===== config.mk =====
export PLATFORM = sky130hd
export DESIGN_NAME = clock_set_ctrl
export DESIGN_NICKNAME = d
export VERILOG_FILES = /design/src/rtl/clock_set_ctrl.sv
export SDC_FILE = /design/constraint.sdc
export NUM_CORES = 1
export LEC_CHECK = 0
export ABC_AREA = 1
export CAP_MARGIN = 20
export CORE_UTILIZATION = 32
export DETAILED_ROUTE_END_ITERATION = 10
export SLEW_MARGIN = 25
export SYNTH_ARGS = -nofsm -noshare
export SYNTH_HDL_FRONTEND = slang
export SYNTH_SLANG_ARGS = --single-unit

===== constraint.sdc =====
create_clock -name clk -period 1.75 [get_ports clk]
set_input_delay 0.2625 -clock clk [delete_from_list [all_inputs] [get_ports clk]]
set_output_delay 0.2625 -clock clk [all_outputs]
set_load 0.02 [all_outputs]

===== src/rtl/clock_set_ctrl.sv =====
// Time-set controller for an HH:MM:SS BCD clock: sequences run mode and per-field
// edit modes, owning the counter preset values while editing.
module clock_set_ctrl #(
    parameter int HR_MOD  = 24,
    parameter int MS_MOD  = 60,
    parameter int TIMEOUT = 30
) (
    input  logic       clk,
    input  logic       rst_n,
    input  logic       tick_1hz,
    input  logic       mode_btn,
    input  logic       inc_btn,
    input  logic       dec_btn,
    input  logic [7:0] hr_q,
    input  logic [7:0] min_q,
    input  logic [7:0] sec_q,
    output logic       preset_hr,
    output logic       preset_min,
    output logic       preset_sec,
    output logic [7:0] q0_hr,
    output logic [7:0] q0_min,
    output logic [7:0] q0_sec,
    output logic [2:0] sel,
    output logic       run_en
);

    typedef enum logic [1:0] {RUN, SET_HR, SET_MIN, SET_SEC} state_t;

    localparam logic [7:0] HR_MAX = {4'((HR_MOD - 1) / 10), 4'((HR_MOD - 1) % 10)};
    localparam logic [7:0] MS_MAX = {4'((MS_MOD - 1) / 10), 4'((MS_MOD - 1) % 10)};
    localparam logic [7:0] TO_LAST = 8'(TIMEOUT - 1);

    // Captured live values may be garbage (non-BCD digit or out of range).
    function automatic logic [7:0] sanitize(input logic [7:0] v, input int m);
        int n;
        n = int'(v[7:4]) * 10 + int'(v[3:0]);
        if (v[7:4] > 4'd9 || v[3:0] > 4'd9 || n >= m) return 8'h00;
        return v;
    endfunction

    function automatic logic [7:0] bcd_step(input logic [7:0] v, input logic up,
                                            input logic [7:0] max);
        if (up) begin
            if (v == max)         return 8'h00;
            if (v[3:0] == 4'd9)   return {v[7:4] + 4'd1, 4'd0};
            return {v[7:4], v[3:0] + 4'd1};
        end
        if (v == 8'h00)           return max;
        if (v[3:0] == 4'd0)       return {v[7:4] - 4'd1, 4'd9};
        return {v[7:4], v[3:0] - 4'd1};
    endfunction

    state_t     state, state_nx;
    logic [7:0] ed_hr, ed_min, ed_sec;
    logic [7:0] tmo_cnt;
    logic       preset;
    logic [2:0] sel_nx;
    logic       any_btn, step_en;

    assign any_btn = mode_btn | inc_btn | dec_btn;
    assign step_en = (state != RUN) && !mode_btn && (inc_btn ^ dec_btn);

    // Timeout only fires on a tick with no button in the same cycle.
    always_comb begin
        state_nx = state;
        if (mode_btn)
            state_nx = state_t'(state + 2'd1);
        else if (state != RUN && tick_1hz && !any_btn && tmo_cnt == TO_LAST)
            state_nx = RUN;
    end

    always_comb begin
        sel_nx = 3'b000;
        case (state_nx)
            SET_HR:  sel_nx = 3'b100;
            SET_MIN: sel_nx = 3'b010;
            SET_SEC: sel_nx = 3'b001;
            default: sel_nx = 3'b000;
        endcase
    end

    always_ff @(posedge clk or negedge rst_n) begin
        if (!rst_n) begin
            state   <= RUN;
            ed_hr   <= 8'h00;
            ed_min  <= 8'h00;
            ed_sec  <= 8'h00;
            tmo_cnt <= 8'd0;
            sel     <= 3'b000;
            preset  <= 1'b1;
            run_en  <= 1'b0;
        end else begin
            state  <= state_nx;
            sel    <= sel_nx;
            preset <= (state_nx != RUN);
            run_en <= (state_nx == RUN);

            if (state == RUN || state_nx == RUN || any_btn)
                tmo_cnt <= 8'd0;
            else if (tick_1hz)
                tmo_cnt <= tmo_cnt + 8'd1;

            if (state == RUN && mode_btn) begin
                ed_hr  <= sanitize(hr_q, HR_MOD);
                ed_min <= sanitize(min_q, MS_MOD);
                ed_sec <= sanitize(sec_q, MS_MOD);
            end else if (step_en) begin
                case (state)
                    SET_HR:  ed_hr  <= bcd_step(ed_hr, inc_btn, HR_MAX);
                    SET_MIN: ed_min <= bcd_step(ed_min, inc_btn, MS_MAX);
                    SET_SEC: ed_sec <= bcd_step(ed_sec, inc_btn, MS_MAX);
                    default: ;
                endcase
            end
        end
    end

    assign preset_hr  = preset;
    assign preset_min = preset;
    assign preset_sec = preset;
    assign q0_hr      = ed_hr;
    assign q0_min     = ed_min;
    assign q0_sec     = ed_sec;

endmodule

==> run metrics <==
clock-pin slew on the worst setup and hold paths about 0.060 ns; Mapped Area between 0.003 and 0.004 mm²; I/O Pins 61; commonest cells in the netlist nor2_1, inv_1, nand2_1, nand3_1, ha_1; ys flop type dfrtp_1; R2R Path End q0_hr[3]$_DFFE_PN0P_; failing checks negative setup slack; final hold vios 0; initial drt markers 206; CTS sink count 39; top cells by area, synth dfrtp_1, ha_1, nor2_1, inv_1, nand2_1; CTS tree built; Placement Cell Area around 0.0054 mm²; Final Cell Area 0.00586 mm²; Final WS setup -0.0140 ns; hold_sp hr_q[4]; number of synthesized register bits 39; Core Area 0.0121 mm²; Final Slew Violations 0; cell with the most instances after synthesis nor2_1; die span in x 114 µm; layout cells sized above 1 30.1%; global-route usage over all layers 16.6%; final wirelength 10500 µm; DR vias 3946; CTS H-tree depth 2; Avg Inst Size Synth around 7.3 µm²; Worst Hold Depth 4; largest net degree at the start of global routing 22; final net count 763; number of synthesized flops with an enable pin 0; n_diodes 0; pwr dens roughly 1200 mW/mm²; vias in the first global route about 4100; Die Y 114 µm; drt first pass iters 4; Net Count, Synth 631; # DRC 0; worst r2r src state[1]$_DFF_PN0_; Clock Path Buffers 2; Yosys top cell area share between 20% and 30%; sequential element share of the synthesized area between 20 and 25%; Post-Syn Instances roughly 550; Power Total 7.03 mW; antenna viol nets, final 0; DR vias/cell 4.65; period utilisation layout 101%; CTS Buf Count 5; Clock Skew between 0.003 and 0.004 ns; Hold Path Class in2reg; DR WL/cell roughly 12 µm; hold slack about 0.38 ns; register-to-register setup slack 0.11 ns; Initial Util 33.0%; clk root buf clkbuf_16; DP HPWL 8230 µm; status finished, violations left; share of flip-flops with an asynchronous set or reset 100%; P_leak 2.78 nW; Site Rows 40; area leader, netlist dfrtp_1; synth unique cells 41; Worst Path Arrival just under 2 ns; area grow syn2layout 47.1%; WHS Endpoint q0_hr[4]$_DFFE_PN0P_; Max-Cap Viols 0; CP Capture Type register; Worst Tran Pin Value 0.481 ns; clk_lat worst skew 0.28 ns; final setup violation count 1; VDD IR-drop max 0.619 mV; first-pass GRT wire length 17600 µm; worst reg2reg path depth 9; die area ~0.013 mm²; Placer Congestion 0.858; antenna violations before repair 0; GR Overflow Total 0; fmax 0.567 GHz; CP Class in2reg; IO Port Bufs 60; Required @ worst endpoint 1.96 ns; crit path time final ~1.8 ns; Critical Path Start Type input pin; RSZ-0062 raised after global routing yes; critical path peak fanout 8; Syn. warnings 0; Slew headroom 67.9%
-- metal layers --
| metal | routed length, µm | global-route usage [%] | up-vias |
|---|---|---|---|
| li1 | - | - | 2052 |
| met1 | 4810 | 21.1 | 1817 |
| met2 | 5180 | 29.2 | 70 |
| met3 | 404 | 2.71 | 7 |
| met4 | 68 | 4.04 | 0 |
| met5 | 0 | 0 | - |
-- how the worst max path moves through the flow --
stage,slack (ns),from,endpoint
after floorplan,-0.17,min_q[7],q0_min[4]$_DFFE_PN0P_
after global placement,-0.76,hr_q[5],q0_hr[3]$_DFFE_PN0P_
after detailed placement,-0.84,hr_q[5],q0_hr[1]$_DFFE_PN0P_
after CTS,-0.11,min_q[5],q0_min[7]$_DFFE_PN0P_
after global routing,-0.12,hr_q[5],q0_hr[1]$_DFFE_PN0P_
final,-0.01,hr_q[5],q0_hr[1]$_DFFE_PN0P_
-- cell families (layout without fill, tap and decap cells) --
logic type	Yosys count	in the layout	synth area share, %
simple gates	242	242	28.2
buf+inv	97	230	9.65
xor+xnor	26	26	5.72
mux	2	2	0.503
fa+ha+maj	53	53	17.8
compound gates	89	89	13.6
flops	39	39	24.5
-- cells in the final DEF (no fill, tap or decap), types with 5 or more instances in the layout --
| cell type | n |
|---|---|
| a21oi_1 | 27 |
| a21oi_2 | 21 |
| buf_2 | 6 |
| buf_4 | 68 |
| buf_6 | 7 |
| clkbuf_16 | 5 |
| clkdlybuf4s50_1 | 38 |
| dfrtp_1 | 37 |
| ha_1 | 33 |
| ha_4 | 14 |
| inv_1 | 76 |
| inv_2 | 12 |
| nand2_1 | 57 |
| nand2_2 | 11 |
| nand2_4 | 7 |
| nand3_1 | 35 |
| nand3_2 | 15 |
| nand4_1 | 16 |
| nor2_1 | 76 |
| nor2_2 | 6 |
| o21ai_0 | 18 |
| o21ai_1 | 5 |
| o22ai_1 | 5 |
| xnor2_1 | 9 |
| xor2_1 | 16 |
-- layout make-up --
| type | count | area (µm²) |
|---|---|---|
| clock buffer | 8 | 156 |
| fill | 1182 | 6200 |
| inverter | 90 | 340 |
| multi-input combinational | 412 | 3030 |
| sequential | 39 | 978 |
| tap | 168 | 210 |
| timing repair buffer | 132 | 1150 |
-- registers in the layout (all words and copies together), names as in the netlist --
signal and count:
sel 3, q0_sec 8, q0_hr 8, preset_hr 1, run_en 1, q0_min 8, tmo_cnt 8, state 2
-- metrics by stage --
step	TNS, ns	util (%)	setup WS [ns]	std cells
floorplan	-2.45	-	-0.170	548
global placement	-17.71	44.6	-0.759	834
detailed placement	-19.39	44.6	-0.844	834
CTS	-0.850	47.0	-0.110	847
global route	-1.36	48.6	-0.125	849
finish	-0.0140	48.6	-0.0140	849
-- worst max-delay path, stage by stage --
cell and delay, ns:
buf_6 0.10, ha_4 0.23, ha_4 0.16, fa_2 0.56, inv_2 0.05, nand2_2 0.06, nor2_2 0.05, nor2_4 0.20
nand4_1 0.15, a21oi_2 0.15
-- report_power, final --
group / internal (mW) / switching, mW
sequential: 1.24 / 0.500
combinational: 1.98 / 2.36
clock: 0.607 / 0.354
-- timing repair --
action                                  in CTS  in global routing
pin swaps                                   45                 44
hold buffers                                 1                  0
hold endpoints to repair                    18                  0
setup buffers                                4                  2
endpoints found under the setup margin      24                 39
resized for setup                           88                 51
No activity file was read; power rests on OpenSTA's default activity.
